### src/rtl/id_stage_decoder.sv
// id_stage_decoder: registered RV32I instruction-decode stage (ID/EX register).
// Takes a fetched instruction over a valid/ready handshake. It decodes the
// control flags and the sign-extended immediate, then holds the result in the
// ID/EX output register.
// It detects load-use hazards against its own output register and inserts
// bubbles. A flush from branch resolution kills both the input and the
// output register.
// Optional feature: define RV_MEXT_EN to decode the M extension
// (funct7 = 7'h01 on OP). When it is undefined, that encoding is illegal.
module id_stage_decoder #(
    parameter int XLEN = 32,
    parameter int ALUW = 5,
    parameter int REGW = 5
) (
    input  logic            clk,
    input  logic            reset,
    input  logic            in_valid,
    output logic            in_ready,
    input  logic [31:0]     instr,
    input  logic [XLEN-1:0] pc_in,
    input  logic            flush,
    input  logic            out_ready,
    output logic            out_valid,
    output logic [XLEN-1:0] pc_out,
    output logic [XLEN-1:0] imm,
    output logic [REGW-1:0] rs1,
    output logic [REGW-1:0] rs2,
    output logic [REGW-1:0] rd,
    output logic [ALUW-1:0] ALU_ctrl,
    output logic            ALU_src,
    output logic            MEM_wen,
    output logic            MEM_ren,
    output logic            WB_sel,
    output logic            Reg_WB,
    output logic            branch,
    output logic            jump,
    output logic            auipc,
    output logic [2:0]      mem_size,
    output logic            illegal,
    output logic            load_stall
);

    // Major opcodes
    localparam logic [6:0] OP_LUI    = 7'b0110111;
    localparam logic [6:0] OP_AUIPC  = 7'b0010111;
    localparam logic [6:0] OP_JAL    = 7'b1101111;
    localparam logic [6:0] OP_JALR   = 7'b1100111;
    localparam logic [6:0] OP_BRANCH = 7'b1100011;
    localparam logic [6:0] OP_LOAD   = 7'b0000011;
    localparam logic [6:0] OP_STORE  = 7'b0100011;
    localparam logic [6:0] OP_IMM    = 7'b0010011;
    localparam logic [6:0] OP_REG    = 7'b0110011;
    localparam logic [6:0] OP_FENCE  = 7'b0001111;
    localparam logic [6:0] OP_SYSTEM = 7'b1110011;

    // ALU operation codes
    localparam logic [ALUW-1:0] ALU_ADD   = ALUW'(5'h00);
    localparam logic [ALUW-1:0] ALU_SUB   = ALUW'(5'h01);
    localparam logic [ALUW-1:0] ALU_XOR   = ALUW'(5'h02);
    localparam logic [ALUW-1:0] ALU_OR    = ALUW'(5'h03);
    localparam logic [ALUW-1:0] ALU_AND   = ALUW'(5'h04);
    localparam logic [ALUW-1:0] ALU_SLL   = ALUW'(5'h05);
    localparam logic [ALUW-1:0] ALU_SRL   = ALUW'(5'h06);
    localparam logic [ALUW-1:0] ALU_BEQ   = ALUW'(5'h07);
    localparam logic [ALUW-1:0] ALU_BNE   = ALUW'(5'h08);
    localparam logic [ALUW-1:0] ALU_SLT   = ALUW'(5'h09);
    localparam logic [ALUW-1:0] ALU_SRA   = ALUW'(5'h0A);
    localparam logic [ALUW-1:0] ALU_AUIPC = ALUW'(5'h0B);
    localparam logic [ALUW-1:0] ALU_SLTU  = ALUW'(5'h0C);
    localparam logic [ALUW-1:0] ALU_LUI   = ALUW'(5'h0D);
    localparam logic [ALUW-1:0] ALU_BLT   = ALUW'(5'h0E);
    localparam logic [ALUW-1:0] ALU_BGE   = ALUW'(5'h0F);
    localparam logic [ALUW-1:0] ALU_BLTU  = ALUW'(5'h10);
    localparam logic [ALUW-1:0] ALU_BGEU  = ALUW'(5'h11);
    localparam logic [ALUW-1:0] ALU_LINK  = ALUW'(5'h12);
`ifdef RV_MEXT_EN
    localparam logic [ALUW-1:0] ALU_MUL    = ALUW'(5'h13);
    localparam logic [ALUW-1:0] ALU_MULH   = ALUW'(5'h14);
    localparam logic [ALUW-1:0] ALU_MULHSU = ALUW'(5'h15);
    localparam logic [ALUW-1:0] ALU_MULHU  = ALUW'(5'h16);
    localparam logic [ALUW-1:0] ALU_DIV    = ALUW'(5'h17);
    localparam logic [ALUW-1:0] ALU_DIVU   = ALUW'(5'h18);
    localparam logic [ALUW-1:0] ALU_REM    = ALUW'(5'h19);
    localparam logic [ALUW-1:0] ALU_REMU   = ALUW'(5'h1A);
`endif

    // Contents of the ID/EX register
    typedef struct packed {
        logic            valid;
        logic [XLEN-1:0] pc;
        logic [XLEN-1:0] imm;
        logic [REGW-1:0] rs1;
        logic [REGW-1:0] rs2;
        logic [REGW-1:0] rd;
        logic [ALUW-1:0] alu;
        logic            alu_src;
        logic            mem_wen;
        logic            mem_ren;
        logic            wb_sel;
        logic            reg_wb;
        logic            branch;
        logic            jump;
        logic            auipc;
        logic [2:0]      mem_size;
        logic            illegal;
    } id_ex_t;

    id_ex_t r_q;
    id_ex_t w_d;

    // Instruction fields
    logic [6:0]      w_opcode;
    logic [2:0]      w_funct3;
    logic [6:0]      w_funct7;
    logic [REGW-1:0] w_rs1;
    logic [REGW-1:0] w_rs2;
    logic [REGW-1:0] w_rd;

    assign w_opcode = instr[6:0];
    assign w_funct3 = instr[14:12];
    assign w_funct7 = instr[31:25];
    assign w_rs1    = REGW'(instr[19:15]);
    assign w_rs2    = REGW'(instr[24:20]);
    assign w_rd     = REGW'(instr[11:7]);

    // Sign-extended immediates, one per format
    logic [XLEN-1:0] w_imm_i;
    logic [XLEN-1:0] w_imm_s;
    logic [XLEN-1:0] w_imm_b;
    logic [XLEN-1:0] w_imm_u;
    logic [XLEN-1:0] w_imm_j;

    assign w_imm_i = XLEN'($signed(instr[31:20]));
    assign w_imm_s = XLEN'($signed({instr[31:25], instr[11:7]}));
    assign w_imm_b = XLEN'($signed({instr[31], instr[7], instr[30:25], instr[11:8], 1'b0}));
    assign w_imm_u = XLEN'($signed({instr[31:12], 12'h000}));
    assign w_imm_j = XLEN'($signed({instr[31], instr[19:12], instr[20], instr[30:21], 1'b0}));

    // Shift-immediate upper bits must be zero, apart from the arithmetic
    // select bit instr[30]. On RV64, shamt also uses instr[25].
    logic w_sll_ok;
    logic w_sr_ok;

    assign w_sll_ok = (XLEN == 64) ? (instr[31:26] == 6'b000000)
                                   : (instr[31:25] == 7'b0000000);
    assign w_sr_ok  = (XLEN == 64) ? ({instr[31], instr[29:26]} == 5'b00000)
                                   : ({instr[31], instr[29:25]} == 6'b000000);

    // Raw decode results, before the illegal-instruction gating
    logic [ALUW-1:0] w_alu;
    logic [XLEN-1:0] w_imm;
    logic            w_alu_src;
    logic            w_mem_wen;
    logic            w_mem_ren;
    logic            w_wb_sel;
    logic            w_reg_wb;
    logic            w_branch;
    logic            w_jump;
    logic            w_auipc;
    logic            w_ill;
    logic            w_use_rs1;
    logic            w_use_rs2;
    logic            w_is_mem;

    // Decode the opcode/funct fields into control flags and the immediate
    always_comb begin
        w_alu     = ALU_ADD;
        w_imm     = {XLEN{1'b0}};
        w_alu_src = 1'b0;
        w_mem_wen = 1'b0;
        w_mem_ren = 1'b0;
        w_wb_sel  = 1'b0;
        w_reg_wb  = 1'b0;
        w_branch  = 1'b0;
        w_jump    = 1'b0;
        w_auipc   = 1'b0;
        w_ill     = 1'b0;
        w_use_rs1 = 1'b0;
        w_use_rs2 = 1'b0;
        w_is_mem  = 1'b0;
        case (w_opcode)
            OP_LUI: begin
                w_alu     = ALU_LUI;
                w_alu_src = 1'b1;
                w_reg_wb  = 1'b1;
                w_imm     = w_imm_u;
            end
            OP_AUIPC: begin
                w_alu     = ALU_AUIPC;
                w_alu_src = 1'b1;
                w_reg_wb  = 1'b1;
                w_auipc   = 1'b1;
                w_imm     = w_imm_u;
            end
            OP_JAL: begin
                w_alu    = ALU_LINK;
                w_reg_wb = 1'b1;
                w_jump   = 1'b1;
                w_imm    = w_imm_j;
            end
            OP_JALR: begin
                // Target is rs1 + imm, computed with ADD
                w_alu     = ALU_ADD;
                w_alu_src = 1'b1;
                w_reg_wb  = 1'b1;
                w_jump    = 1'b1;
                w_imm     = w_imm_i;
                w_use_rs1 = 1'b1;
                w_ill     = (w_funct3 != 3'b000);
            end
            OP_BRANCH: begin
                w_branch  = 1'b1;
                w_imm     = w_imm_b;
                w_use_rs1 = 1'b1;
                w_use_rs2 = 1'b1;
                case (w_funct3)
                    3'b000:  w_alu = ALU_BEQ;
                    3'b001:  w_alu = ALU_BNE;
                    3'b100:  w_alu = ALU_BLT;
                    3'b101:  w_alu = ALU_BGE;
                    3'b110:  w_alu = ALU_BLTU;
                    3'b111:  w_alu = ALU_BGEU;
                    default: w_ill = 1'b1;
                endcase
            end
            OP_LOAD: begin
                w_alu_src = 1'b1;
                w_mem_ren = 1'b1;
                w_wb_sel  = 1'b1;
                w_reg_wb  = 1'b1;
                w_imm     = w_imm_i;
                w_use_rs1 = 1'b1;
                w_is_mem  = 1'b1;
                case (w_funct3)
                    3'b000, 3'b001, 3'b010, 3'b100, 3'b101: w_ill = 1'b0;
                    default:                                w_ill = 1'b1;
                endcase
            end
            OP_STORE: begin
                w_alu_src = 1'b1;
                w_mem_wen = 1'b1;
                w_imm     = w_imm_s;
                w_use_rs1 = 1'b1;
                w_use_rs2 = 1'b1;
                w_is_mem  = 1'b1;
                case (w_funct3)
                    3'b000, 3'b001, 3'b010: w_ill = 1'b0;
                    default:                w_ill = 1'b1;
                endcase
            end
            OP_IMM: begin
                w_alu_src = 1'b1;
                w_reg_wb  = 1'b1;
                w_imm     = w_imm_i;
                w_use_rs1 = 1'b1;
                case (w_funct3)
                    3'b000: w_alu = ALU_ADD;
                    3'b010: w_alu = ALU_SLT;
                    3'b011: w_alu = ALU_SLTU;
                    3'b100: w_alu = ALU_XOR;
                    3'b110: w_alu = ALU_OR;
                    3'b111: w_alu = ALU_AND;
                    3'b001: begin
                        w_alu = ALU_SLL;
                        w_ill = ~w_sll_ok;
                    end
                    3'b101: begin
                        w_alu = instr[30] ? ALU_SRA : ALU_SRL;
                        w_ill = ~w_sr_ok;
                    end
                    default: w_ill = 1'b1;
                endcase
            end
            OP_REG: begin
                w_reg_wb  = 1'b1;
                w_use_rs1 = 1'b1;
                w_use_rs2 = 1'b1;
                case (w_funct7)
                    7'h00: begin
                        case (w_funct3)
                            3'b000:  w_alu = ALU_ADD;
                            3'b001:  w_alu = ALU_SLL;
                            3'b010:  w_alu = ALU_SLT;
                            3'b011:  w_alu = ALU_SLTU;
                            3'b100:  w_alu = ALU_XOR;
                            3'b101:  w_alu = ALU_SRL;
                            3'b110:  w_alu = ALU_OR;
                            3'b111:  w_alu = ALU_AND;
                            default: w_ill = 1'b1;
                        endcase
                    end
                    7'h20: begin
                        case (w_funct3)
                            3'b000:  w_alu = ALU_SUB;
                            3'b101:  w_alu = ALU_SRA;
                            default: w_ill = 1'b1;
                        endcase
                    end
`ifdef RV_MEXT_EN
                    7'h01: begin
                        case (w_funct3)
                            3'b000:  w_alu = ALU_MUL;
                            3'b001:  w_alu = ALU_MULH;
                            3'b010:  w_alu = ALU_MULHSU;
                            3'b011:  w_alu = ALU_MULHU;
                            3'b100:  w_alu = ALU_DIV;
                            3'b101:  w_alu = ALU_DIVU;
                            3'b110:  w_alu = ALU_REM;
                            3'b111:  w_alu = ALU_REMU;
                            default: w_ill = 1'b1;
                        endcase
                    end
`endif
                    default: w_ill = 1'b1;
                endcase
            end
            OP_FENCE: begin
                // Memory ordering is trivially satisfied in-order; pass as a no-op
                w_ill = 1'b0;
            end
            OP_SYSTEM: begin
                // Only ECALL and EBREAK are part of the base set
                w_ill = ~((instr == 32'h0000_0073) || (instr == 32'h0010_0073));
            end
            default: w_ill = 1'b1;
        endcase
    end

    // An illegal instruction must not write state or redirect the PC
    logic w_reg_wb_g;
    assign w_reg_wb_g = w_reg_wb & ~w_ill;

    assign w_d.valid    = 1'b1;
    assign w_d.pc       = pc_in;
    assign w_d.imm      = w_imm;
    assign w_d.rs1      = w_rs1;
    assign w_d.rs2      = w_rs2;
    assign w_d.rd       = w_reg_wb_g ? w_rd : {REGW{1'b0}};
    assign w_d.alu      = w_alu;
    assign w_d.alu_src  = w_alu_src;
    assign w_d.mem_wen  = w_mem_wen & ~w_ill;
    assign w_d.mem_ren  = w_mem_ren & ~w_ill;
    assign w_d.wb_sel   = w_wb_sel;
    assign w_d.reg_wb   = w_reg_wb_g;
    assign w_d.branch   = w_branch & ~w_ill;
    assign w_d.jump     = w_jump & ~w_ill;
    assign w_d.auipc    = w_auipc;
    assign w_d.mem_size = w_is_mem ? w_funct3 : 3'b000;
    assign w_d.illegal  = w_ill;

    // Load-use hazard: the load still in ID/EX targets a register the incoming
    // instruction reads. Only loads with a real destination can conflict.
    logic w_haz_rs1;
    logic w_haz_rs2;
    logic w_adv;

    assign w_haz_rs1  = w_use_rs1 & (w_rs1 == r_q.rd);
    assign w_haz_rs2  = w_use_rs2 & (w_rs2 == r_q.rd);
    assign load_stall = r_q.valid & r_q.mem_ren & (r_q.rd != {REGW{1'b0}}) & in_valid
                      & (w_haz_rs1 | w_haz_rs2);

    // The register may take a new value when it is empty or EX is draining it
    assign w_adv    = ~r_q.valid | out_ready;
    assign in_ready = ~reset & w_adv & ~load_stall & ~flush;

    // ID/EX register: reset, flush, hazard bubble, load decoded fields, or hold
    always_ff @(posedge clk) begin
        if (reset) begin
            r_q <= '0;
        end else if (flush) begin
            r_q <= '0;
        end else if (w_adv) begin
            if (load_stall || !in_valid) begin
                r_q <= '0;
            end else begin
                r_q <= w_d;
            end
        end else begin
            r_q <= r_q;
        end
    end

    assign out_valid = r_q.valid;
    assign pc_out    = r_q.pc;
    assign imm       = r_q.imm;
    assign rs1       = r_q.rs1;
    assign rs2       = r_q.rs2;
    assign rd        = r_q.rd;
    assign ALU_ctrl  = r_q.alu;
    assign ALU_src   = r_q.alu_src;
    assign MEM_wen   = r_q.mem_wen;
    assign MEM_ren   = r_q.mem_ren;
    assign WB_sel    = r_q.wb_sel;
    assign Reg_WB    = r_q.reg_wb;
    assign branch    = r_q.branch;
    assign jump      = r_q.jump;
    assign auipc     = r_q.auipc;
    assign mem_size  = r_q.mem_size;
    assign illegal   = r_q.illegal;

endmodule

### config.mk
export PLATFORM = sky130hd
export DESIGN_NAME = id_stage_decoder
export DESIGN_NICKNAME = d
export VERILOG_FILES = /design/src/rtl/id_stage_decoder.sv
export SDC_FILE = /design/constraint.sdc
export NUM_CORES = 1
export LEC_CHECK = 0
export BUFFER_PORTS_ARGS = -buffer_cell sky130_fd_sc_hd__buf_2
export CORE_ASPECT_RATIO = 2
export CORE_UTILIZATION = 25
export CTS_CLUSTER_DIAMETER = 100
export DETAILED_ROUTE_END_ITERATION = 7
export PLACE_DENSITY = 0.49
export SLEW_MARGIN = 30
export SYNTH_ARGS = -nofsm -noshare
export SYNTH_HDL_FRONTEND = slang
export SYNTH_SLANG_ARGS = --single-unit
### constraint.sdc
create_clock -name clk -period 2.55 [get_ports clk]
set_input_delay 0.1275 -clock clk [delete_from_list [all_inputs] [get_ports clk]]
set_output_delay 0.1275 -clock clk [all_outputs]
set_load 0.01 [all_outputs]
==> run metrics, run 1 <==
IO Count=168; Max VDD drop=0.000312 V; DIE AREA=16800 um^2; critical path startpoint category=register; placer congestion estimate=around 0.85; final hold vios=0; area grow syn2layout=44.3%; Lkg Pwr=0.00275 uW; pre-CTS setup slack=0.174 ns; synthesized instance count=around 430; flops & latches, synth=97; CTS Root Cell=clkbuf_16; final slew viol count=0; Initial DRC Count=144; WP data required=2.42 ns; clk sinks=97; largest net degree at the start of global routing=53; Nets=about 700; Netlist cell types=54; Yosys Warn Count=0; Syn Area/Cell=9.56 um^2; n_diodes=0; syn nets=500; final worst slack=between 0.2 and 0.3 ns; die width=92.2 um; total gr overflow=0; WS Path Type=reg -> out; Fmax=0.436 GHz; crit path time final=about 2.3 ns; Max transition margin=0.512; fin util=0.370; number of fill cells in the layout=1631; cell internal pwr=approximately 2600 uW; asr flop ratio synth=0; initial antenna violation count=0; run status=complete, no violations; Worst Skew=between 0.01 and 0.015 ns; register area=1940 um^2; largest buffer count on any clock path=2; gr usage total=0.179; CTS tree=done; PwrDens=579 nW/um^2; dominant synthesized flop cell=dfxtp_1; final WL=14800 um; Starting Density=0.257; layout cell share with drive strength beyond 1=0.332; Clk network pwr share=0.450; total net switching power=836 uW; CTS clk-pin slew, worst paths=0.08 ns; Core Box Area=around 16000 um^2; TritonCTS Buffers=9; Worst Tran Pin Value=a little over 0.7 ns; PortBufs=167; first-pass GRT wire length=23100 um; # rows=65; drt wl/cell=17.8 um; Critical Path Fanout Max=10; postcts setup bufs=0; unrepaired setup endpoints after global routing=false; Seq pwr share=0.455; WP data arrival=2.16 ns; number of max-cap violations=0; Sw Ratio=0.246; most frequent cells in the layout=167 x buf_2, 97 x dfxtp_1, 72 x a22o_1, 37 x nand2_1, 33 x o21ai_0; Seq/Total Area, Yosys=0.477; number of synthesized flops with an enable pin=0; Mapped Area=4070 um^2; Avg Vias per Cell=5.04; ANT nets after route=0; Final Hold Slack=0.0206 ns; most common cell after layout, fill and taps aside=buf_2; type of the worst min-delay path=in -> reg; CP endpoint kind=primary output; TritonRoute pass-1 iters=4; multi-input logic area=2000 um^2; DRC=0; Logic pwr share=0.095; HPWL Detailed=10900 um; clk_lat worst skew=~0.36 ns; die height=between 150 and 200 um; Final Cycle Share=0.899; number of global-route vias before repair=4337; final setup violation count=0; via count=4186; H-Tree Level Count=3; setup_tns=0 ns
through the flow:
stage,power (uW),area (um^2),instances
final,3400,5870,831
after global routing,3530,5870,831
after CTS,3450,5860,831
after detailed placement,1860,5200,783
after global placement,1860,5200,783
after floorplan,1710,4070,426
cells in the mapped netlist (2+ instances only):
| cell | number | share of area |
|---|---|---|
| dfxtp_1 | 97 | 0.48 |
| a22o_1 | 72 | 0.15 |
| nand2_1 | 37 | 0.034 |
| o21ai_0 | 33 | 0.041 |
| clkbuf_1 | 22 | 0.020 |
| a21oi_1 | 19 | 0.023 |
| nor2_1 | 17 | 0.016 |
| a21o_1 | 10 | 0.018 |
| nand3_1 | 10 | 0.012 |
| inv_1 | 8 | 0.0074 |
| nand2b_1 | 7 | 0.011 |
| a22oi_1 | 6 | 0.011 |
| nor3_1 | 6 | 0.0074 |
| ha_1 | 5 | 0.015 |
| nor4_1 | 5 | 0.0077 |
| xnor2_1 | 5 | 0.011 |
| xor2_1 | 5 | 0.011 |
| nor2b_1 | 4 | 0.0061 |
| or4_1 | 4 | 0.0074 |
| a211o_1 | 3 | 0.0065 |
| a21boi_0 | 3 | 0.0055 |
| buf_2 | 3 | 0.0037 |
| nand4_1 | 3 | 0.0046 |
| o31ai_1 | 3 | 0.0055 |
| a211oi_1 | 2 | 0.0037 |
| a311oi_1 | 2 | 0.0043 |
| a32o_1 | 2 | 0.0049 |
| buf_1 | 2 | 0.0018 |
| nand4b_1 | 2 | 0.0043 |
| o211ai_1 | 2 | 0.0037 |
| o32ai_1 | 2 | 0.0043 |
| or2_2 | 2 | 0.0031 |
| or3_1 | 2 | 0.0031 |
sequential cells by signal (all words and copies together), names as in the netlist:
signal and flops:
ALU_ctrl 5, ALU_src 1, MEM_ren 1, MEM_wen 1, Reg_WB 1, WB_sel 1
auipc 1, branch 1, illegal 1, imm 32, jump 1, mem_size 3
out_valid 1, pc_out 32, rd 5, rs1 5, rs2 5
per-layer routing:
metal,global-route usage,wire length [um]
met5,0,0
met4,0.117,844
met3,0.0421,839
met2,0.319,7620
met1,0.185,5440
logic make-up after synthesis:
group / after synthesis / synth area share
flip-flops: 97 / 0.477
XOR/XNOR: 10 / 0.0215
buffers and inverters: 37 / 0.0378
AND/OR/NAND/NOR: 107 / 0.134
adder cells (fa/ha/maj): 5 / 0.0154
AO/OA/AOI/OAI: 169 / 0.312
multiplexers: 1 / 0.00246
area by class of cell:
type,instances,area share
Sequential cell,97,0.331
Clock buffer,9,0.0383
Clock inverter,7,0.0187
Tap cell,201,0.0428
Inverter,8,0.00511
Multi-Input combinational cell,292,0.340
Timing Repair Buffer,217,0.224
power by group through the flow:
stage / clock (uW) / sequential [uW] / combinational [uW]
after global routing: 1640 / 1550 / 348
final: 1530 / 1550 / 322
after detailed placement: 0 / 1580 / 283
after floorplan: 0 / 1590 / 122
after global placement: 0 / 1580 / 279
after CTS: 1580 / 1550 / 321
path summary, 6_finish.rpt:
check	start	to	slack, ns	depth (start not counted)
max	rd[2]	in_ready	0.26	6
min	instr[28]	imm[8]	0.02	2
max reg2reg	rd[1]	MEM_ren	0.34	6
min reg2reg	imm[25]	imm[25]	0.45	2
critical path, stage by stage (launching register included):
cell	delay (ns)
dfxtp_1	0.32
buf_4	0.15
xor2_1	0.16
or4_1	0.53
a21oi_4	0.38
nor2_1	0.12
buf_2	0.16
what timing repair did:
| item | 4_1_cts | 5_1_grt |
|---|---|---|
| hold buffers | 32 | 0 |
| hold endpoints to repair | 32 | 0 |
| gates resized for setup | 0 | 1 |
| setup endpoints to repair | 0 | 8 |
Power figures use the tool's default switching activity.
==> run 2: changes to the inputs <==
--- a/config.mk
+++ b/config.mk
@@ -5,8 +5,9 @@
 export SDC_FILE = /design/constraint.sdc
 export NUM_CORES = 1
 export LEC_CHECK = 0
-export BUFFER_PORTS_ARGS = -buffer_cell sky130_fd_sc_hd__buf_2
+export BUFFER_PORTS_ARGS = -buffer_cell sky130_fd_sc_hd__buf_4
 export CORE_ASPECT_RATIO = 2
+export CORE_MARGIN = 4
 export CORE_UTILIZATION = 25
 export CTS_CLUSTER_DIAMETER = 100
 export DETAILED_ROUTE_END_ITERATION = 7
==> run metrics, run 2 (synthesized netlist as in run 1, its figures left out) <==
run status=complete, no violations; most common cell after layout, fill and taps aside=buf_4; Crit path max-delay family=compound AO/OA/AOI/OAI gates; CTS clk-pin slew, worst paths=0.07 ns; number of max-cap violations=0; crit-path cells=or4_1 > o211ai_1 > a21oi_4 > a2111oi_2 > a22o_1; unrepaired setup endpoints after global routing=false; placer congestion estimate=0.892; wire length on met2=8510 um; TritonCTS Buffers=9; Final Cycle Share=0.961; Lkg Pwr=0.00272 uW; DIE AREA=18500 um^2; Max transition margin=0.359; final worst slack=0.100 ns; critical path startpoint category=register; Worst Tran Pin Value=0.960 ns; PortBufs=167; largest net degree at the start of global routing=between 90 and 100; WP data arrival=2.72 ns; CTS Root Cell=clkbuf_16; Core Box Area=15900 um^2; die height=188 um; HPWL Detailed=~12000 um; clk_lat worst skew=0.34 ns; IO Count=~170; drt wl/cell=19.0 um; n_diodes=0; worst r2r dst=imm[13]; cell area after layout=slightly above 6000 um^2; most frequent cells in the layout=182 x buf_4, 97 x dfxtp_1, 72 x a22o_1, 37 x nand2_1, 33 x o21ai_0; met1 WL=5650 um; met3 WL=806 um; Fmax=0.408 GHz; type of the worst min-delay path=in -> reg; Max VDD drop=around 0.00028 V; final hold vios=0; WP data required=around 2.8 ns; number of cells on the critical path=5; # rows=65; Worst Setup EP=imm[13]; final slew viol count=0; Worst Reg2Reg Path Length in Cells=5; gr usage total=0.161; Worst R2R Setup Slack=between 0.1 and 0.15 ns; CP endpoint kind=register; Nets=686; number of fill cells in the layout=1595; first-pass GRT wire length=roughly 24000 um; final setup violation count=0; Tot Pwr=3280 uW; initial antenna violation count=0; Starting Density=0.257; total gr overflow=0; postcts setup bufs=0; Buf/Inv on CP=0; Initial DRC Count=between 100 and 150; final WL=~15000 um; RR Startpoint=rd[1]; PwrDens=536 nW/um^2; die width=98.2 um; WS Path Type=reg -> reg; largest buffer count on any clock path=2; crit path max-delay cell type=a2111oi_2; ANT nets after route=0; TritonRoute pass-1 iters=4; number of global-route vias before repair=4295; CP max stage delay=0.83 ns; Worst Skew=0.00952 ns; uppermost layer routed=met4; via count=4108; Critical Path Fanout Max=10; fin util=0.386; crit path time final=between 2 and 2.5 ns; placed cell areas=5620 um^2; H-Tree Level Count=3; Worst Min Path Start=pc_in[22]; Avg Vias per Cell=roughly 5.0; pre-CTS setup slack=0.149 ns; area grow syn2layout=50.3%; CTS tree=done; setup_tns=0 ns; DRC=0; CP Launch Point=rd[1]; clk sinks=97; layout cell share with drive strength beyond 1=0.336
[run 2: changes by cell type in the layout (fill, tap and decap cells not counted), sizes merged]
cell and change:
buf -1, inv -2, clkinvlp +1, bufinv -1
dlygate4sd3 -12, clkbuf +1
[run 2: area by class of cell]
cell class / instances / area (um^2) / share of cell area
timing repair buffer: 204 / 1610 / 0.263
clock buffer: 10 / 239 / 0.0391
inverter: 8 / 30.0 / 0.00491
clock inverter: 5 / 63.8 / 0.0104
tap: 201 / 251 / 0.0411
sequential: 97 / 1940 / 0.317
multi-input combinational: 292 / 1990 / 0.325
[run 2: where the power goes]
| group | internal (uW) | switching, uW | total [uW] | leakage, uW |
|---|---|---|---|---|
| Clock | 789 | 590 | 1380 | 0.000145 |
| Combinational | 175 | 174 | 349 | 0.00179 |
| Sequential | 1540 | 12.4 | 1550 | 0.000785 |
| Total | 2500 | 777 | 3280 | 0.00272 |
[run 2: worst min-delay path by stage]
stage / end / cells past startpoint
floorplan: imm[5] / 1
global placement: pc_out[21] / 2
detailed placement: pc_out[9] / 2
CTS: pc_out[22] / 2
global route: pc_out[10] / 2
finish: pc_out[22] / 2
[run 2: metal layers]
layer | vias to the layer above | GRT usage
li1 | 1977 | -
met1 | 1961 | 0.163
met5 | - | 0
met4 | 0 | 0.0652
met3 | 29 | 0.0367
met2 | 141 | 0.309
[run 2: worst register-to-register path, stage by stage (launching register included)]
cell and delay, ns:
dfxtp_1 0.36, or4_1 0.55, o211ai_1 0.28, a21oi_4 0.12
a2111oi_2 0.84, a22o_1 0.24
[run 2: per-stage QoR]
stage	cells	hold slack (ns)
after floorplan	426	0.253
after global placement	782	0.343
after detailed placement	782	0.346
after CTS	816	0.000249
after global routing	817	0.00152
final	817	0.00670
[run 2: timing repair]
| action | in CTS | in global routing |
|---|---|---|
| resized for setup | 0 | 0 |
| hold buffers | 19 | 1 |
| endpoints found under the hold margin | 19 | 1 |
==> run 3: changes to the inputs <==
--- a/config.mk
+++ b/config.mk
@@ -6,12 +6,12 @@
 export NUM_CORES = 1
 export LEC_CHECK = 0
 export BUFFER_PORTS_ARGS = -buffer_cell sky130_fd_sc_hd__buf_4
-export CORE_ASPECT_RATIO = 2
 export CORE_MARGIN = 4
 export CORE_UTILIZATION = 25
 export CTS_CLUSTER_DIAMETER = 100
 export DETAILED_ROUTE_END_ITERATION = 7
 export PLACE_DENSITY = 0.49
+export SETUP_SLACK_MARGIN = 0.4
 export SLEW_MARGIN = 30
 export SYNTH_ARGS = -nofsm -noshare
 export SYNTH_HDL_FRONTEND = slang
==> run metrics, run 3 (synthesized netlist as in run 1, its figures left out) <==
Max transition margin=0.585; first-pass GRT wire length=23500 um; total gr overflow=0; WP data required=2.79 ns; most common cell after layout, fill and taps aside=buf_4; unrepaired setup endpoints after global routing=true; Logic pwr share=0.114; fin util=0.403; cell internal pwr=~2500 uW; initial antenna violation count=0; PortBufs=167; largest net degree at the start of global routing=97; WS Path Type=reg -> reg; number of fill cells in the layout=1622; RR Startpoint=rd[4]; n_diodes=0; DIE AREA=about 18000 um^2; Final Hold Slack=approximately 0.015 ns; Lkg Pwr=approximately 0.0028 uW; final worst slack=0.384 ns; final WL=15800 um; Critical Path Fanout Max=8; die height=136 um; clk sinks=97; Sw Ratio=0.244; Initial DRC Count=287; Tot Pwr=roughly 3300 uW; clk_lat worst skew=0.35 ns; # rows=46; number of max-cap violations=0; via count=4215; Worst Min Path Start=instr[28]; ANT nets after route=0; TritonRoute pass-1 iters=5; final slew viol count=0; CTS Root Cell=clkbuf_16; layout cell share with drive strength beyond 1=0.351; Starting Density=0.255; CP endpoint kind=register; Avg Vias per Cell=between 4 and 5; gr usage total=0.164; most frequent cells in the layout=177 x buf_4, 93 x dfxtp_1, 72 x a22o_1, 37 x nand2_1, 33 x o21ai_0; WP data arrival=2.40 ns; placer congestion estimate=0.826; multi-input logic area=a little over 2000 um^2; die width=between 100 and 150 um; final hold vios=0; type of the worst min-delay path=in -> reg; Worst Skew=0.00773 ns; IO Count=168; area grow syn2layout=57.7%; run status=complete, no violations; Clk network pwr share=0.422; CTS tree=done; total net switching power=812 uW; TritonCTS Buffers=9; Seq pwr share=0.465; Core Box Area=15900 um^2; critical path startpoint category=register; PwrDens=518 nW/um^2; Worst R2R Setup Slack=0.38 ns; CP Launch Point=rd[4]; pre-CTS setup slack=0.0838 ns; Nets=702; largest buffer count on any clock path=2; setup_tns=0 ns; HPWL Detailed=roughly 11000 um; Max VDD drop=0.000297 V; DRC=0; CTS clk-pin slew, worst paths=~0.070 ns; crit path time final=2.17 ns; Final Cycle Share=0.849; register area=1950 um^2; drt wl/cell=18.7 um; number of global-route vias before repair=4190; Fmax=about 0.46 GHz; final setup violation count=0; Worst Tran Pin Value=~0.62 ns; H-Tree Level Count=3
==> run 3: changes by cell type in the layout (fill, tap and decap cells not counted), moves of 4 or more <==
| cell | previous run | this run |
|---|---|---|
| dlygate4sd3_1 | 20 | 32 |
| dfxtp_1 | 97 | 93 |
| buf_6 | 0 | 6 |
| buf_4 | 182 | 177 |
==> run 3: area by class of cell <==
| cell class | count | share of cell area |
|---|---|---|
| Sequential cell | 97 | 0.304 |
| Multi-Input combinational cell | 293 | 0.321 |
| Timing Repair Buffer | 219 | 0.281 |
| Tap cell | 216 | 0.0421 |
| Inverter | 8 | 0.00468 |
| Clock inverter | 5 | 0.00974 |
| Clock buffer | 10 | 0.0372 |
==> run 3: worst max-delay path, cell delays in order, from the launching register on <==
cell and delay, ns:
dfxtp_2 0.33, buf_6 0.12, xor2_1 0.15, or4_4 0.52
a21oi_4 0.33, nor2_4 0.16, clkbuf_16 0.20, a22o_1 0.24
==> run 3: what timing repair did <==
item / 4_1_cts / 5_1_grt
setup endpoints to repair: 81 / 73
hold buffers: 32 / 0
hold endpoints to repair: 32 / 0
gates cloned: 1 / 3
gates resized for setup: 8 / 13
buffers inserted: 6 / 1
pin swaps: 4 / 39
==> run 3: worst paths after layout <==
kind                                  end  cells after the start
worst max-delay path            pc_out[5]                      7
worst min-delay path               imm[8]                      2
worst max register to register  pc_out[5]                      7
worst min register to register    imm[20]                      2
==> run 3: per-layer routing <==
| layer | global-route usage | share of wire |
|---|---|---|
| met5 | 0 | 0 |
| met4 | 0.0498 | 0.022 |
| met3 | 0.0557 | 0.078 |
| met2 | 0.253 | 0.45 |
| met1 | 0.216 | 0.45 |
==> run 3: power by group through the flow <==
stage                     sequential (uW)  combinational, uW  clock [uW]
after floorplan                      1590                124           0
after global placement               1580                309           0
after detailed placement             1580                315           0
after CTS                            1550                364        1440
after global routing                 1550                405        1500
final                                1550                378        1400
==> run 3: through the flow <==
| stage | instance area, um^2 | std cells |
|---|---|---|
| after detailed placement | 5600 | 790 |
| after floorplan | 4090 | 426 |
| after global placement | 5570 | 789 |
| after global routing | 6420 | 848 |
| after CTS | 6310 | 844 |
| final | 6420 | 848 |
